File: src/rtl/decode_queue_if.sv
// Fetch-to-read handshake bundle for the decode queue: fetch offer, redirect/stall controls,
// and the registered decode result presented to the read stage.
interface decode_queue_if #(
  parameter int XLEN     = 32,
  parameter int REG_BITS = 5
);
  logic                in_valid;
  logic                in_ready;
  logic [31:0]         in_instruction;
  logic [XLEN-1:0]     in_pc;
  logic [3:0]          flags;
  logic                flush;
  logic                out_hold;
  logic                out_valid;
  logic                out_cond;
  logic [XLEN-1:0]     out_pc;
  logic [3:0]          out_operation;
  logic [REG_BITS-1:0] out_destination;
  logic [REG_BITS-1:0] out_left;
  logic [REG_BITS-1:0] out_right;
  logic [REG_BITS-1:0] out_address;
  logic [1:0]          out_adj_op;
  logic [XLEN-1:0]     out_adj_value;
  logic                out_read_mem;
  logic                out_write_mem;
  logic                pc_changing;

  modport master (
    output in_valid, in_instruction, in_pc, flags, flush, out_hold,
    input  in_ready, out_valid, out_cond, out_pc, out_operation, out_destination,
           out_left, out_right, out_address, out_adj_op, out_adj_value,
           out_read_mem, out_write_mem, pc_changing
  );

  modport slave (
    input  in_valid, in_instruction, in_pc, flags, flush, out_hold,
    output in_ready, out_valid, out_cond, out_pc, out_operation, out_destination,
           out_left, out_right, out_address, out_adj_op, out_adj_value,
           out_read_mem, out_write_mem, pc_changing
  );
endinterface

File: src/rtl/decode_queue.sv
// Decode stage: circular instruction queue, head decode, registered output toward read, and a
// drain mode that stops issue after a PC-writing instruction until fetch redirects with flush.
//  state | meaning
//  RUN   | queue head is decoded and popped into the output registers
//  DRAIN | a PC-writing instruction was issued; no pops or pushes until flush
module decode_queue #(
  parameter int XLEN     = 32,
  parameter int DEPTH    = 4,
  parameter int REG_BITS = 5
) (
  input logic          clock,
  input logic          reset,
  decode_queue_if.slave bus
);
  localparam int PTR_W = (DEPTH > 1) ? $clog2(DEPTH) : 1;
  localparam int CNT_W = PTR_W + 1;
  localparam logic [CNT_W-1:0]    FULL     = CNT_W'(DEPTH);
  localparam logic [REG_BITS-1:0] PC_INDEX = '1;
  localparam logic [1:0]          ADJ_ADD  = 2'd0;
  localparam logic [1:0]          ADJ_LEFT = 2'd1;

  typedef enum logic {RUN, DRAIN} state_t;
  state_t state, state_next;

  logic [31:0]      q_instr [DEPTH];
  logic [XLEN-1:0]  q_pc    [DEPTH];
  logic [PTR_W-1:0] rd_ptr, wr_ptr;
  logic [CNT_W-1:0] count;
  logic             ready, push, pop;

  logic [31:0]         head;
  logic                d_cond, d_read, d_write, d_pc_writes;
  logic [3:0]          d_operation;
  logic [REG_BITS-1:0] d_dst, d_left, d_right, d_address;
  logic [1:0]          d_adj_op;
  logic [XLEN-1:0]     d_adj_value;

  logic                o_valid, o_cond, o_read, o_write, o_pc_changing;
  logic [XLEN-1:0]     o_pc, o_adj_value;
  logic [3:0]          o_operation;
  logic [REG_BITS-1:0] o_dst, o_left, o_right, o_address;
  logic [1:0]          o_adj_op;

  // Ready looks only at registered state so fetch never sees a combinational path from read.
  assign ready = (count < FULL) && (state == RUN);
  assign push  = bus.in_valid && ready && !bus.flush;
  assign pop   = (count != '0) && (state == RUN) && !bus.out_hold && !bus.flush;

  always_comb begin
    head        = q_instr[rd_ptr];
    d_cond      = (head[31] == |(head[30:27] & bus.flags));
    d_operation = head[26:23];
    d_dst       = REG_BITS'(head[22:18]);
    d_left      = REG_BITS'(head[16:12]);
    d_right     = REG_BITS'(head[11:7]);
    d_address   = REG_BITS'(head[15:11]);
    d_adj_op    = head[6:5];
    d_adj_value = {{(XLEN-5){head[4]}}, head[4:0]};
    d_read      = 1'b0;
    d_write     = 1'b0;
    if (head[26:23] == 4'd14) begin
      d_left      = '0;
      d_right     = '0;
      d_operation = 4'd10;
      d_adj_op    = ADJ_ADD;
      case (head[17:16])
        2'd0: begin
          d_read      = 1'b1;
          d_adj_value = {{(XLEN-11){head[10]}}, head[10:0]};
        end
        2'd1: d_adj_value = {{(XLEN-16){head[15]}}, head[15:0]};
        2'd2: begin
          d_left      = d_dst;
          d_adj_value = {{(XLEN-16){head[15]}}, head[15:0]};
        end
        default: begin
          d_write     = 1'b1;
          d_left      = d_dst;
          d_adj_op    = ADJ_LEFT;
          d_adj_value = {{(XLEN-11){head[10]}}, head[10:0]};
        end
      endcase
    end else if (head[26:23] == 4'd15) begin
      d_read      = 1'b1;
      d_write     = 1'b1;
      d_address   = REG_BITS'(head[6:2]);
      d_adj_op    = ADJ_ADD;
      d_adj_value = '0;
    end else if (!head[17]) begin
      d_right     = '0;
      d_adj_op    = ADJ_ADD;
      d_adj_value = {{(XLEN-12){head[11]}}, head[11:0]};
    end
    // Stores write memory only, so they never redirect even with PC as the data register.
    d_pc_writes = d_cond && (!d_write || d_read) && (d_dst == PC_INDEX);
  end

  always_ff @(posedge clock) begin
    if (push) begin
      q_instr[wr_ptr] <= bus.in_instruction;
      q_pc[wr_ptr]    <= bus.in_pc;
    end
  end

  always_ff @(posedge clock) begin
    if (reset) begin
      count         <= '0;
      rd_ptr        <= '0;
      wr_ptr        <= '0;
      o_valid       <= 1'b0;
      o_cond        <= 1'b0;
      o_pc          <= '0;
      o_operation   <= '0;
      o_dst         <= '0;
      o_left        <= '0;
      o_right       <= '0;
      o_address     <= '0;
      o_adj_op      <= '0;
      o_adj_value   <= '0;
      o_read        <= 1'b0;
      o_write       <= 1'b0;
      o_pc_changing <= 1'b0;
    end else if (bus.flush) begin
      count         <= '0;
      rd_ptr        <= '0;
      wr_ptr        <= '0;
      o_valid       <= 1'b0;
      o_pc_changing <= 1'b0;
    end else begin
      if (push) wr_ptr <= wr_ptr + PTR_W'(1);
      if (pop)  rd_ptr <= rd_ptr + PTR_W'(1);
      case ({push, pop})
        2'b10:   count <= count + CNT_W'(1);
        2'b01:   count <= count - CNT_W'(1);
        default: count <= count;
      endcase
      if (pop) begin
        o_valid       <= 1'b1;
        o_cond        <= d_cond;
        o_pc          <= q_pc[rd_ptr];
        o_operation   <= d_operation;
        o_dst         <= d_dst;
        o_left        <= d_left;
        o_right       <= d_right;
        o_address     <= d_address;
        o_adj_op      <= d_adj_op;
        o_adj_value   <= d_adj_value;
        o_read        <= d_read;
        o_write       <= d_write;
        o_pc_changing <= d_pc_writes;
      end else if (!bus.out_hold) begin
        o_valid       <= 1'b0;
        o_pc_changing <= 1'b0;
      end
    end
  end

  always_ff @(posedge clock) begin
    if (reset) state <= RUN;
    else       state <= state_next;
  end

  always_comb begin
    state_next = state;
    if (bus.flush)                                  state_next = RUN;
    else if (state == RUN && pop && d_pc_writes)    state_next = DRAIN;
  end

  assign bus.in_ready        = ready;
  assign bus.out_valid       = o_valid;
  assign bus.out_cond        = o_cond;
  assign bus.out_pc          = o_pc;
  assign bus.out_operation   = o_operation;
  assign bus.out_destination = o_dst;
  assign bus.out_left        = o_left;
  assign bus.out_right       = o_right;
  assign bus.out_address     = o_address;
  assign bus.out_adj_op      = o_adj_op;
  assign bus.out_adj_value   = o_adj_value;
  assign bus.out_read_mem    = o_read;
  assign bus.out_write_mem   = o_write;
  assign bus.pc_changing     = o_pc_changing;
endmodule

File: src/flat_wrapper.sv
// flat-port wrapper written by rule: the top's interface ports become plain ports
module decode_queue_flat 
#(
  parameter int XLEN     = 32,
  parameter int DEPTH    = 4,
  parameter int REG_BITS = 5
)
  (clock, reset, bus_in_valid, bus_in_instruction, bus_in_pc, bus_flags, bus_flush, bus_out_hold, bus_in_ready, bus_out_valid, bus_out_cond, bus_out_pc, bus_out_operation, bus_out_destination, bus_out_left, bus_out_right, bus_out_address, bus_out_adj_op, bus_out_adj_value, bus_out_read_mem, bus_out_write_mem, bus_pc_changing);
  decode_queue_if #(.XLEN(XLEN), .REG_BITS(REG_BITS)) bus_i ();
  input logic clock;
  input logic reset;
  input wire logic [$bits(bus_i.in_valid)-1:0] bus_in_valid;
  input wire logic [$bits(bus_i.in_instruction)-1:0] bus_in_instruction;
  input wire logic [$bits(bus_i.in_pc)-1:0] bus_in_pc;
  input wire logic [$bits(bus_i.flags)-1:0] bus_flags;
  input wire logic [$bits(bus_i.flush)-1:0] bus_flush;
  input wire logic [$bits(bus_i.out_hold)-1:0] bus_out_hold;
  output wire logic [$bits(bus_i.in_ready)-1:0] bus_in_ready;
  output wire logic [$bits(bus_i.out_valid)-1:0] bus_out_valid;
  output wire logic [$bits(bus_i.out_cond)-1:0] bus_out_cond;
  output wire logic [$bits(bus_i.out_pc)-1:0] bus_out_pc;
  output wire logic [$bits(bus_i.out_operation)-1:0] bus_out_operation;
  output wire logic [$bits(bus_i.out_destination)-1:0] bus_out_destination;
  output wire logic [$bits(bus_i.out_left)-1:0] bus_out_left;
  output wire logic [$bits(bus_i.out_right)-1:0] bus_out_right;
  output wire logic [$bits(bus_i.out_address)-1:0] bus_out_address;
  output wire logic [$bits(bus_i.out_adj_op)-1:0] bus_out_adj_op;
  output wire logic [$bits(bus_i.out_adj_value)-1:0] bus_out_adj_value;
  output wire logic [$bits(bus_i.out_read_mem)-1:0] bus_out_read_mem;
  output wire logic [$bits(bus_i.out_write_mem)-1:0] bus_out_write_mem;
  output wire logic [$bits(bus_i.pc_changing)-1:0] bus_pc_changing;
  assign bus_i.in_valid = bus_in_valid;
  assign bus_i.in_instruction = bus_in_instruction;
  assign bus_i.in_pc = bus_in_pc;
  assign bus_i.flags = bus_flags;
  assign bus_i.flush = bus_flush;
  assign bus_i.out_hold = bus_out_hold;
  assign bus_in_ready = bus_i.in_ready;
  assign bus_out_valid = bus_i.out_valid;
  assign bus_out_cond = bus_i.out_cond;
  assign bus_out_pc = bus_i.out_pc;
  assign bus_out_operation = bus_i.out_operation;
  assign bus_out_destination = bus_i.out_destination;
  assign bus_out_left = bus_i.out_left;
  assign bus_out_right = bus_i.out_right;
  assign bus_out_address = bus_i.out_address;
  assign bus_out_adj_op = bus_i.out_adj_op;
  assign bus_out_adj_value = bus_i.out_adj_value;
  assign bus_out_read_mem = bus_i.out_read_mem;
  assign bus_out_write_mem = bus_i.out_write_mem;
  assign bus_pc_changing = bus_i.pc_changing;
  decode_queue #(.XLEN(XLEN), .DEPTH(DEPTH), .REG_BITS(REG_BITS)) u_core (.clock(clock), .reset(reset), .bus(bus_i));
endmodule
File: config.mk
export PLATFORM = sky130hd
export DESIGN_NAME = decode_queue_flat
export DESIGN_NICKNAME = d
export VERILOG_FILES = /design/src/rtl/decode_queue_if.sv /design/src/rtl/decode_queue.sv /design/src/flat_wrapper.sv
export SDC_FILE = /design/constraint.sdc
export NUM_CORES = 1
export LEC_CHECK = 0
export ABC_AREA = 1
export CAP_MARGIN = 20
export CORE_MARGIN = 2
export CORE_UTILIZATION = 40
export CTS_CLUSTER_DIAMETER = 40
export CTS_CLUSTER_SIZE = 28
export DETAILED_ROUTE_END_ITERATION = 12
export GPL_TIMING_DRIVEN = 0
export PLACE_DENSITY = 0.58
export SYNTH_ARGS = -nofsm -noshare
export SYNTH_HDL_FRONTEND = slang
export SYNTH_SLANG_ARGS = --single-unit
File: constraint.sdc
create_clock -name clock -period 5.35 [get_ports clock]
set_input_delay 1.07 -clock clock [delete_from_list [all_inputs] [get_ports clock]]
set_output_delay 1.07 -clock clock [all_outputs]
set_load 0.05 [all_outputs]
* Word-level counts from Yosys, hierarchy flattened
Memories as Yosys holds them, arrays and structs flattened. A register that Yosys moved wholly into a read port is not among the register bits.
Cells that the tools add are included.
** Storage, ports and cells
- Output and inout port bits :: 96
- Input bits :: 73
- Bits in writable memories :: 256
- Memories :: 2
- Bits in registers :: 71
- Logic and storage cells :: 87
** Memories
- u_core.q_instr :: depth 4, width 32, read ports 1, clocked after Yosys merged registers in 1, wr ports 1, line decode_queue.sv:25 : logic [31:0] q_instr [DEPTH];
- u_core.q_pc :: depth 4, width 32, read ports 1, clocked after Yosys merged registers in 1, wr ports 1, line decode_queue.sv:26 : logic [XLEN-1:0] q_pc [DEPTH];
** Operators by class
- Equal/unequal tests :: 9
- Muxes and demuxes :: 29
- Reduce and logical (&&, ||, !) cells :: 23
- Add/subtract/negate cells :: 4
- Bitwise logic cells :: 3
- $lt $le $gt $ge :: 1
** Operator list (count)
- 2-to-1 mux 32 bit :: 4
- 2-to-1 mux 5 bit :: 7
- 2-to-1 mux 1 bit :: 11
- logical AND 1 bit :: 10
- 2-to-1 mux 2 bit :: 5
- equality test 4 bit (second input constant) :: 2
- case mux 3 bit (2 select lines) :: 1
- OR reduction 2 bit :: 3
- equality test 5 bit (second input constant) :: 1
- adder 2 x 1 -> 2 bit (second input constant) :: 2
- bitwise AND 4 bit :: 1
- equality test 2 x 1 -> 1 bit (second input constant) :: 2
- equality test 2 bit (second input constant) :: 2
- 2-to-1 mux 4 bit :: 1
- OR reduction 4 bit :: 1
- adder 3 x 1 -> 3 bit (second input constant) :: 1
- zero test 1 bit :: 3
- less-than comparator 3 bit (second input constant) :: 1
- nonzero test 3 bit :: 1
- OR reduction 3 bit :: 1
- subtractor 3 x 1 -> 3 bit (second input constant) :: 1
- zero test 2 bit :: 1
- inequality test 2 x 1 -> 1 bit (second input constant) :: 1
- inverter 1 bit :: 2
- 4 further kinds :: 4

* Depth between registers and ports, before layout
- Depth in word-level cells :: 9
- Gate-level depth with buffers :: 15
- Mapped depth without buffers :: 12

* Least setup slack after synthesis
No wires, ideal clock.
- Path kind :: reg-to-reg
- Start point :: register u_core.count[2]
- End point :: memory u_core.q_instr[0][0] (enable)
- Setup slack :: 0.708 ns
- Data arrival time :: 4.155 ns
- Required time :: 4.864 ns
- Clock period less this slack :: 4.642 ns
- Setup time :: 0.486 ns
- Buffers on the path :: 0
- Cell stages (with the launch flop) :: 4
- Path through :: dfxtp_1 -> nor2_1 -> nand3_1 -> nor2_1
** On the way
- Longest elaborated chain between the ends :: 6
** RTL lines
- start, declared :: line decode_queue.sv:28 : logic [CNT_W-1:0] count;
- start signal, assigned :: line decode_queue.sv:133 : 2'b10: count <= count + CNT_W'(1);
- start signal, assigned :: line decode_queue.sv:134 : 2'b01: count <= count - CNT_W'(1);
- start signal, assigned :: line decode_queue.sv:135 : default: count <= count;
- less-than comparator 3 bit :: line decode_queue.sv:45 : assign ready = (count < FULL) && (state == RUN);
- logical AND 1 bit :: line decode_queue.sv:45
- net bus_in_ready :: line flat_wrapper.sv:18 : output wire logic [$bits(bus_i.in_ready)-1:0] bus_in_ready;
- logical AND 1 bit (2 in a row) :: line decode_queue.sv:46 : assign push = bus.in_valid && ready && !bus.flush;
- 2-to-1 mux 1 bit :: line decode_queue.sv:99 : if (push) begin
- 2-to-1 mux 1 bit (implied by the code) :: line decode_queue.sv:100 : q_instr[wr_ptr] <= bus.in_instruction;
- end, declared :: line decode_queue.sv:25
The timed path passes the listed nets, and every way through them passes these cells.

* Worst setup path after layout
- Start point :: input port bus_flush
- End point :: register u_core.count[2]
** On the way
- Longest elaborated chain between the ends :: 4
- Elaborated cells on any way between the ends :: 8
- Classes of those cells :: 2 x eq/ne; 1 x mux; 5 x reduce/logical
** RTL lines
- start, declared :: line flat_wrapper.sv:16 : input wire logic [$bits(bus_i.flush)-1:0] bus_flush;
- zero test 1 bit * :: line decode_queue.sv:47 : assign pop = (count != '0) && (state == RUN) && !bus.out_hold && !bus.flush;
- logical AND 1 bit * :: line decode_queue.sv:47
- net u_core.pop :: line decode_queue.sv:29 : logic ready, push, pop;
- equality test 2 x 1 -> 1 bit or equality test 2 bit (tied branches) :: line decode_queue.sv:132 : case ({push, pop})
- case mux 3 bit (2 select lines) or nonzero test 2 bit (tied branches)
Mark *: on every way through the listed nets, which the timed path passes. The rest lies on a longest branch.
A chain may end at the register's enable or synchronous reset.

==> run_results.csv <==
group,metric,value,unit
worst_setup_path,critPathKind,"in -> reg",
sta,maxSlewViolCount,0,
sta,hold_viol_final,0,
global_route,grt_pass1_wl,53260,um
sta,setup_violations,0,
cts,cts_hold_buf,0,
yosys,syn-cell-area,13540,um2
cells_and_area,antenna_cells,0,
route,drt-pass1-iter-count,5,
route,antenna_left,0,
worst_setup_path,crit_path_start_kind,"input port",
worst_setup_path,crit_arrival,4.15,ns
sta,finalSetupTns,0,ns
global_route,overflow,0,
route,drt_iter0_markers,794,
global_route,grt_usage,19.77,%
cts,numClockSinks,345,
yosys,synth-seq-cells,345,
placed_design,gp_congestion,0.8335,
pwr,p_total,6.257,mW
pwr,ir_worst_vdd,0.0002323,V
route,routedWlPerCell,18.42,um
sta,skew,0.01382,ns
cts,cts_tree,"built",
cells_and_area,drive_above_1_share,10.30,%
global_route,grt_pass1_vias,9181,
placed_design,port-buffer-count,168,
global_route,met1_usage,27.91,%
cts,htree_levels,2,
yosys,synth_edf_count,256,
worst_hold_path,hold_end,"u_core.count[0]",
pwr,powerDensity,358.4,nW/um2
route,drcViolationCount,0,
cells_and_area,nFillCells,2929,
sta,slew_headroom,38.82,%
sta,min_period,3.733,ns
pwr,power.leakage,6.451,nW
yosys,synth.net_count,1273,
cells_and_area,design_area,17460,um2
run,maxCapViolations,0,
yosys,yosysWarningCount,0,
worst_hold_path,hp-start,"u_core.count[0]",
global_route,gr-usage-met2,30.33,%
yosys,ys_top_cells_by_area,"edfxtp_1 57%, dfxtp_1 13%, o21ai_0 5.8%",
global_route,antenna_found_initial,1,
cells_and_area,syn_to_final_growth,28.92,%
cells_and_area,nNetsFinal,1494,
yosys,synth_largest_area_cell,"edfxtp_1",
worst_setup_path,endpoint_kind,"flip-flop",
floorplanning,die_w,188.0,um
floorplanning,die-area,35340,um2
cts,insertion_delay,0.53,ns
sta,period_share,69.78,%
worst_hold_path,min_path_cells,1,
floorplanning,ios,169,
yosys,synthFlopType,"edfxtp_1",
floorplanning,start_util,40.49,%
yosys,synthCells,1191,
global_route,busiest_layer,"met2",
yosys,synth_seq_area_share,69.93,%
yosys,synthTopCellsByCount,"256 x edfxtp_1, 164 x nand2_1, 162 x nor2_1, 157 x o21ai_0, 89 x dfxtp_1",
worst_setup_path,crit_required,5.76,ns
sta,rsz0062_at_grt,"no",
floorplanning,fp-row-count,67,
run_status,status,"complete, no violations",
route,via_per_inst,4.997,
yosys,syn_area_per_cell,11.37,um2
cts,cts-root-buf,"clkbuf_16",
worst_setup_path,r2r-start,"u_core.count[2]",
cts,post_cts_buffers,0,
yosys,ys_types,39,
yosys,synthDominantCellAreaShare,56.77,%
worst_hold_path,hold_path_class,"reg -> reg",
sta,worst_pin_slew,0.9155,ns
cts,max-clock-path-buffers,3,
yosys,ys_async_sr_fraction,0,%
worst_setup_path,r2r-end,"u_core.count[2]",
cts,path_clk_slew,0.06,ns
worst_setup_path,cp_max_fo,10,
route,drt_wl_total,34890,um
cts,cts_resized,0,
global_route,grt_max_degree,28,
sta,whs,0.4475,ns
floorplanning,core-area,33450,um2
global_route,grt_use_met3,3.930,%
placed_design,place_area,15980,um2
worst_setup_path,r2r_cells,13,
sta,max_freq,267.9,MHz
yosys,synth.most_common_cell,"edfxtp_1",
floorplanning,dieHeight,188.0,um
route,vias,9464,
cts,cts_buffers,43,
worst_setup_path,reg2reg_slack,2.28,ns
placed_design,post-dp-hpwl,23770,um
[area by class of cell]
| cell class | count | area (um2) | share of cell area (%) |
|---|---|---|---|
| well taps | 448 | 560.5 | 3.211 |
| clock buffers | 49 | 1130 | 6.472 |
| clock inverters | 30 | 346.6 | 1.985 |
| plain buffers | 81 | 479.2 | 2.745 |
| multi-input cells | 689 | 3336 | 19.11 |
| flip-flops and latches | 345 | 9469 | 54.24 |
| inverters | 76 | 287.8 | 1.648 |
| repair buffers | 176 | 1849 | 10.59 |
[where the power goes]
part / leakage (nW) / switching, mW / internal (mW)
Clock: 0.701 / 1.14 / 1.79
Sequential: 3.05 / 0.0232 / 2.93
Combinational: 2.70 / 0.241 / 0.139
[routing by layer]
metal	vias up	share of wire, %
met5	-	0
met3	62	6.5
met4	0	3.3
met2	303	45
met1	4517	46
li1	4582	-
[flip-flops by register name, indices dropped and copies added, names as in the netlist, 2 cells and up, named ones only]
name                        cells
u_core.bus.out_adj_value       16
u_core.q_pc                   128
u_core.bus.out_left             5
u_core.bus.out_destination      5
u_core.count                    3
u_core.bus.out_right            5
u_core.wr_ptr                   2
u_core.bus.out_address          5
u_core.bus.out_operation        4
u_core.bus.out_adj_op           2
u_core.rd_ptr                   2
u_core.bus.out_pc              32
u_core.q_instr                128
[worst max-delay path, stage by stage]
cell	delay (ns)
clkdlybuf4s50_1	0.48
inv_1	0.13
nand4_2	0.28
inv_1	0.38
buf_2	0.30
buf_2	0.32
ha_1	0.19
inv_1	0.07
fa_1	0.44
a21oi_1	0.15
o21ai_0	0.11
o21ai_0	0.15
a21oi_1	0.06
[layout by cell type (no fill, tap or decap), types with 4 or more instances in the layout]
master | Yosys | routed
clkinv_1 | 1 | 4
nor2_1 | 162 | 158
nand2_2 | 8 | 8
o22ai_1 | 36 | 36
nand2_1 | 164 | 164
clkbuf_16 | 0 | 44
o21bai_1 | 11 | 11
clkinv_4 | 0 | 4
a21oi_1 | 35 | 35
o21ai_1 | 10 | 10
nor3_1 | 7 | 7
ha_1 | 8 | 8
buf_2 | 12 | 12
buf_6 | 7 | 7
buf_4 | 20 | 20
bufinv_16 | 0 | 5
nand3_1 | 63 | 63
clkbuf_1 | 37 | 41
dfxtp_1 | 89 | 89
a31oi_1 | 5 | 5
o21ai_0 | 157 | 157
clkinvlp_4 | 0 | 7
buf_12 | 2 | 9
inv_1 | 71 | 71
edfxtp_1 | 256 | 256
nor2_4 | 1 | 5
clkdlybuf4s50_1 | 0 | 168
o211ai_1 | 5 | 5
[worst max path at each step]
stage / from / endpoint / slack (ns) / cells after the start
floorplan: u_core.count[2] / u_core.q_instr[0][0] / 0.71 / 3
global placement: bus_flush / u_core.q_pc[3][27] / -2.32 / 4
detailed placement: bus_flush / u_core.count[2] / 1.08 / 13
CTS: bus_flush / u_core.count[2] / 1.63 / 13
global route: bus_flush / u_core.count[2] / 1.49 / 13
finish: bus_flush / u_core.count[2] / 1.62 / 13
[stage by stage]
stage               utilization [%]  setup slack [ns]  instances
finish                        52.19             1.617       1894
global route                  52.19             1.487       1894
CTS                           52.19             1.630       1894
detailed placement            47.78             1.079       1815
global placement              47.19            -2.319       1807
floorplan                         -            0.7084       1191
[cell families (layout without fill, tap and decap cells)]
family / after synthesis / in the layout / synth area share, %
adders and majority gates: 9 / 9 / 0.8870
AOI/OAI and AO/OA: 266 / 266 / 10.76
DFF: 345 / 345 / 69.93
and+or+nand+nor: 414 / 414 / 12.76
buffers and inverters: 157 / 412 / 5.664
Note: power is estimated with default switching activity, not from simulation.
==> RTL edit: new RTL, same flow settings <==
`DEPTH` is set to 4 in 2 places; all go to 2.
--- a/src/rtl/decode_queue.sv
+++ b/src/rtl/decode_queue.sv
@@ -5,7 +5,7 @@
 //  DRAIN | a PC-writing instruction was issued; no pops or pushes until flush
 module decode_queue #(
   parameter int XLEN     = 32,
-  parameter int DEPTH    = 4,
+  parameter int DEPTH    = 2,
   parameter int REG_BITS = 5
 ) (
   input logic          clock,
--- a/src/flat_wrapper.sv
+++ b/src/flat_wrapper.sv
@@ -2,7 +2,7 @@
 module decode_queue_flat 
 #(
   parameter int XLEN     = 32,
-  parameter int DEPTH    = 4,
+  parameter int DEPTH    = 2,
   parameter int REG_BITS = 5
 )
   (clock, reset, bus_in_valid, bus_in_instruction, bus_in_pc, bus_flags, bus_flush, bus_out_hold, bus_in_ready, bus_out_valid, bus_out_cond, bus_out_pc, bus_out_operation, bus_out_destination, bus_out_left, bus_out_right, bus_out_address, bus_out_adj_op, bus_out_adj_value, bus_out_read_mem, bus_out_write_mem, bus_pc_changing);
Check against the original RTL: not equivalent (Yosys sat finds a counterexample within 4 cycles, from zero or initial values and one cycle with reset high).
==> RTL edit against the unedited design <==
- clock power fell by 33%
- synthesized cell count fell by 36%
- area after synthesis fell by 39%
- highest routed layer unchanged
- combinational power fell by 31%
- sequential cell count fell by 132
- first-iteration DRC count fell by 53%
- setup slack improved by 430 ps
- total power fell by 36%
- via count fell by 36%
- hold slack improved by 14 ps
- final area fell by 35%
- critical path depth fell by 11
- wire length fell by 40%
==> RTL edit: results (changes against the unedited design) <==
metric;value;unit;change
status;finished, final reports clean;;unchanged
wire length per cell;16.55;um;was 18.42 um
post-synth cell types;31;;was 39
Synth top cells by count;nand2_1 (203), edfxtp_1 (128), dfxtp_1 (85);;was edfxtp_1 (256), nand2_1 (164), nor2_1 (162)
CLK BUF;34;;was 49
syn_nets;840;;was 1,273
leakage dissipation;4.338;nW;was 6.451 nW
worst skew pair latency;550;ps;was 530 ps
sequential share of cell area;48.90;%;was 54.24%
DRT iter0 DRCs;377;;was 794
H-tree depth;1;;was 2
multi-input gate share of total cell area;18.87;%;was 19.11%
DP Wirelength;14.54;mm;was 23.77 mm
# clock sinks;213;;was 345
post-synthesis sequential area ratio;67.64;%;was 69.93%
synth top area cells;edfxtp_1 (47%), dfxtp_1 (21%), nand2_1 (9.3%), o21ai_0 (4.2%), a31oi_1 (2.8%);;was edfxtp_1 (57%), dfxtp_1 (13%), o21ai_0 (5.8%), nand2_1 (4.5%), nor2_1 (4.5%)
Worst Skew;13.31;ps;was 13.82 ps
largest net degree at the start of global routing;29;;was 28
Cells after DPL;1205;;was 1,815
Non-CTS inverters;53;;was 76
Post-synth EDFFs;128;;was 256
worst path arrival time;2240;ps;was 4150 ps
buffering overhead;18.48;%;was 13.34%
first-pass GRT wire length;32.52;mm;was 53.26 mm
placer congestion estimate;0.7889;;was 0.8335
Vias;6102;;was 9,464
Filler Cell Count;1801;;was 2,929
initial antenna violation count;0;;was 1
number of global-route vias before repair;5785;;was 9,181
layout cells sized above 1;12.30;%;was 10.30%
CP Max Fanout;18;;was 10
clock network area share;9.025;%;was 8.457%
Buffers excl. clock;226;;was 257
GRT Total Usage;19.30;%;was 19.77%
Cells after Synth;764;;was 1,191
final net count;1044;;was 1,494
RTL edit: cell count changes after synthesis, sizes merged, moves of 5 or more:
cell,change
nor2,-144
edfxtp,-128
o21ai,-89
nand2,+39
o22ai,-36
nand3,-33
a31oi,+32
inv,-23
clkbuf,-18
buf,-8
nor3,-7
ha,-5
o21bai,-5
RTL edit: worst paths after layout:
check / start / to / slack [ps] / cells past startpoint
max reg2reg: u_core.state / u_core.count[1] / 2720 / 10
min: u_core.bus.pc_changing / u_core.bus.pc_changing / 460 / 2
max: u_core.bus.out_adj_value[30] / bus_out_adj_value[18] / 2040 / 2
min reg2reg: u_core.bus.pc_changing / u_core.bus.pc_changing / 460 / 2
RTL edit: where the power goes:
part / internal, mW / switching, mW / total, mW
registers: 1.78 / 0.0136 / 1.79
clock network: 1.20 / 0.763 / 1.96
logic: 0.106 / 0.157 / 0.263
total: 3.09 / 0.934 / 4.02
RTL edit: per-stage QoR:
| stage | utilization, % | instance area [sq um] |
|---|---|---|
| 4_1_cts | 56.23 | 11340 |
| 3_3_place_gp | 50.61 | 10210 |
| 5_1_grt | 56.23 | 11340 |
| 6_report | 56.23 | 11340 |
| 2_1_floorplan | - | 8198 |
| 3_5_place_dp | 51.15 | 10320 |
RTL edit: routing by layer:
layer	vias up	track usage (%)	routed length, um
li1	3039	-	-
met3	40	4.752	1482
met5	-	0	0
met4	0	6.731	561
met1	2816	25.93	9433
met2	207	30.68	9405
RTL edit: kinds of logic (layout without fill, tap and decap cells):
group / count (synthesis) / in the layout / share of synthesized area [%]
compound gates: 169 / 169 / 11.58
fa+ha+maj: 3 / 3 / 0.4579
xor+xnor: 1 / 1 / 0.1069
flops: 213 / 213 / 67.64
buf+inv: 108 / 336 / 6.441
simple gates: 270 / 270 / 13.77
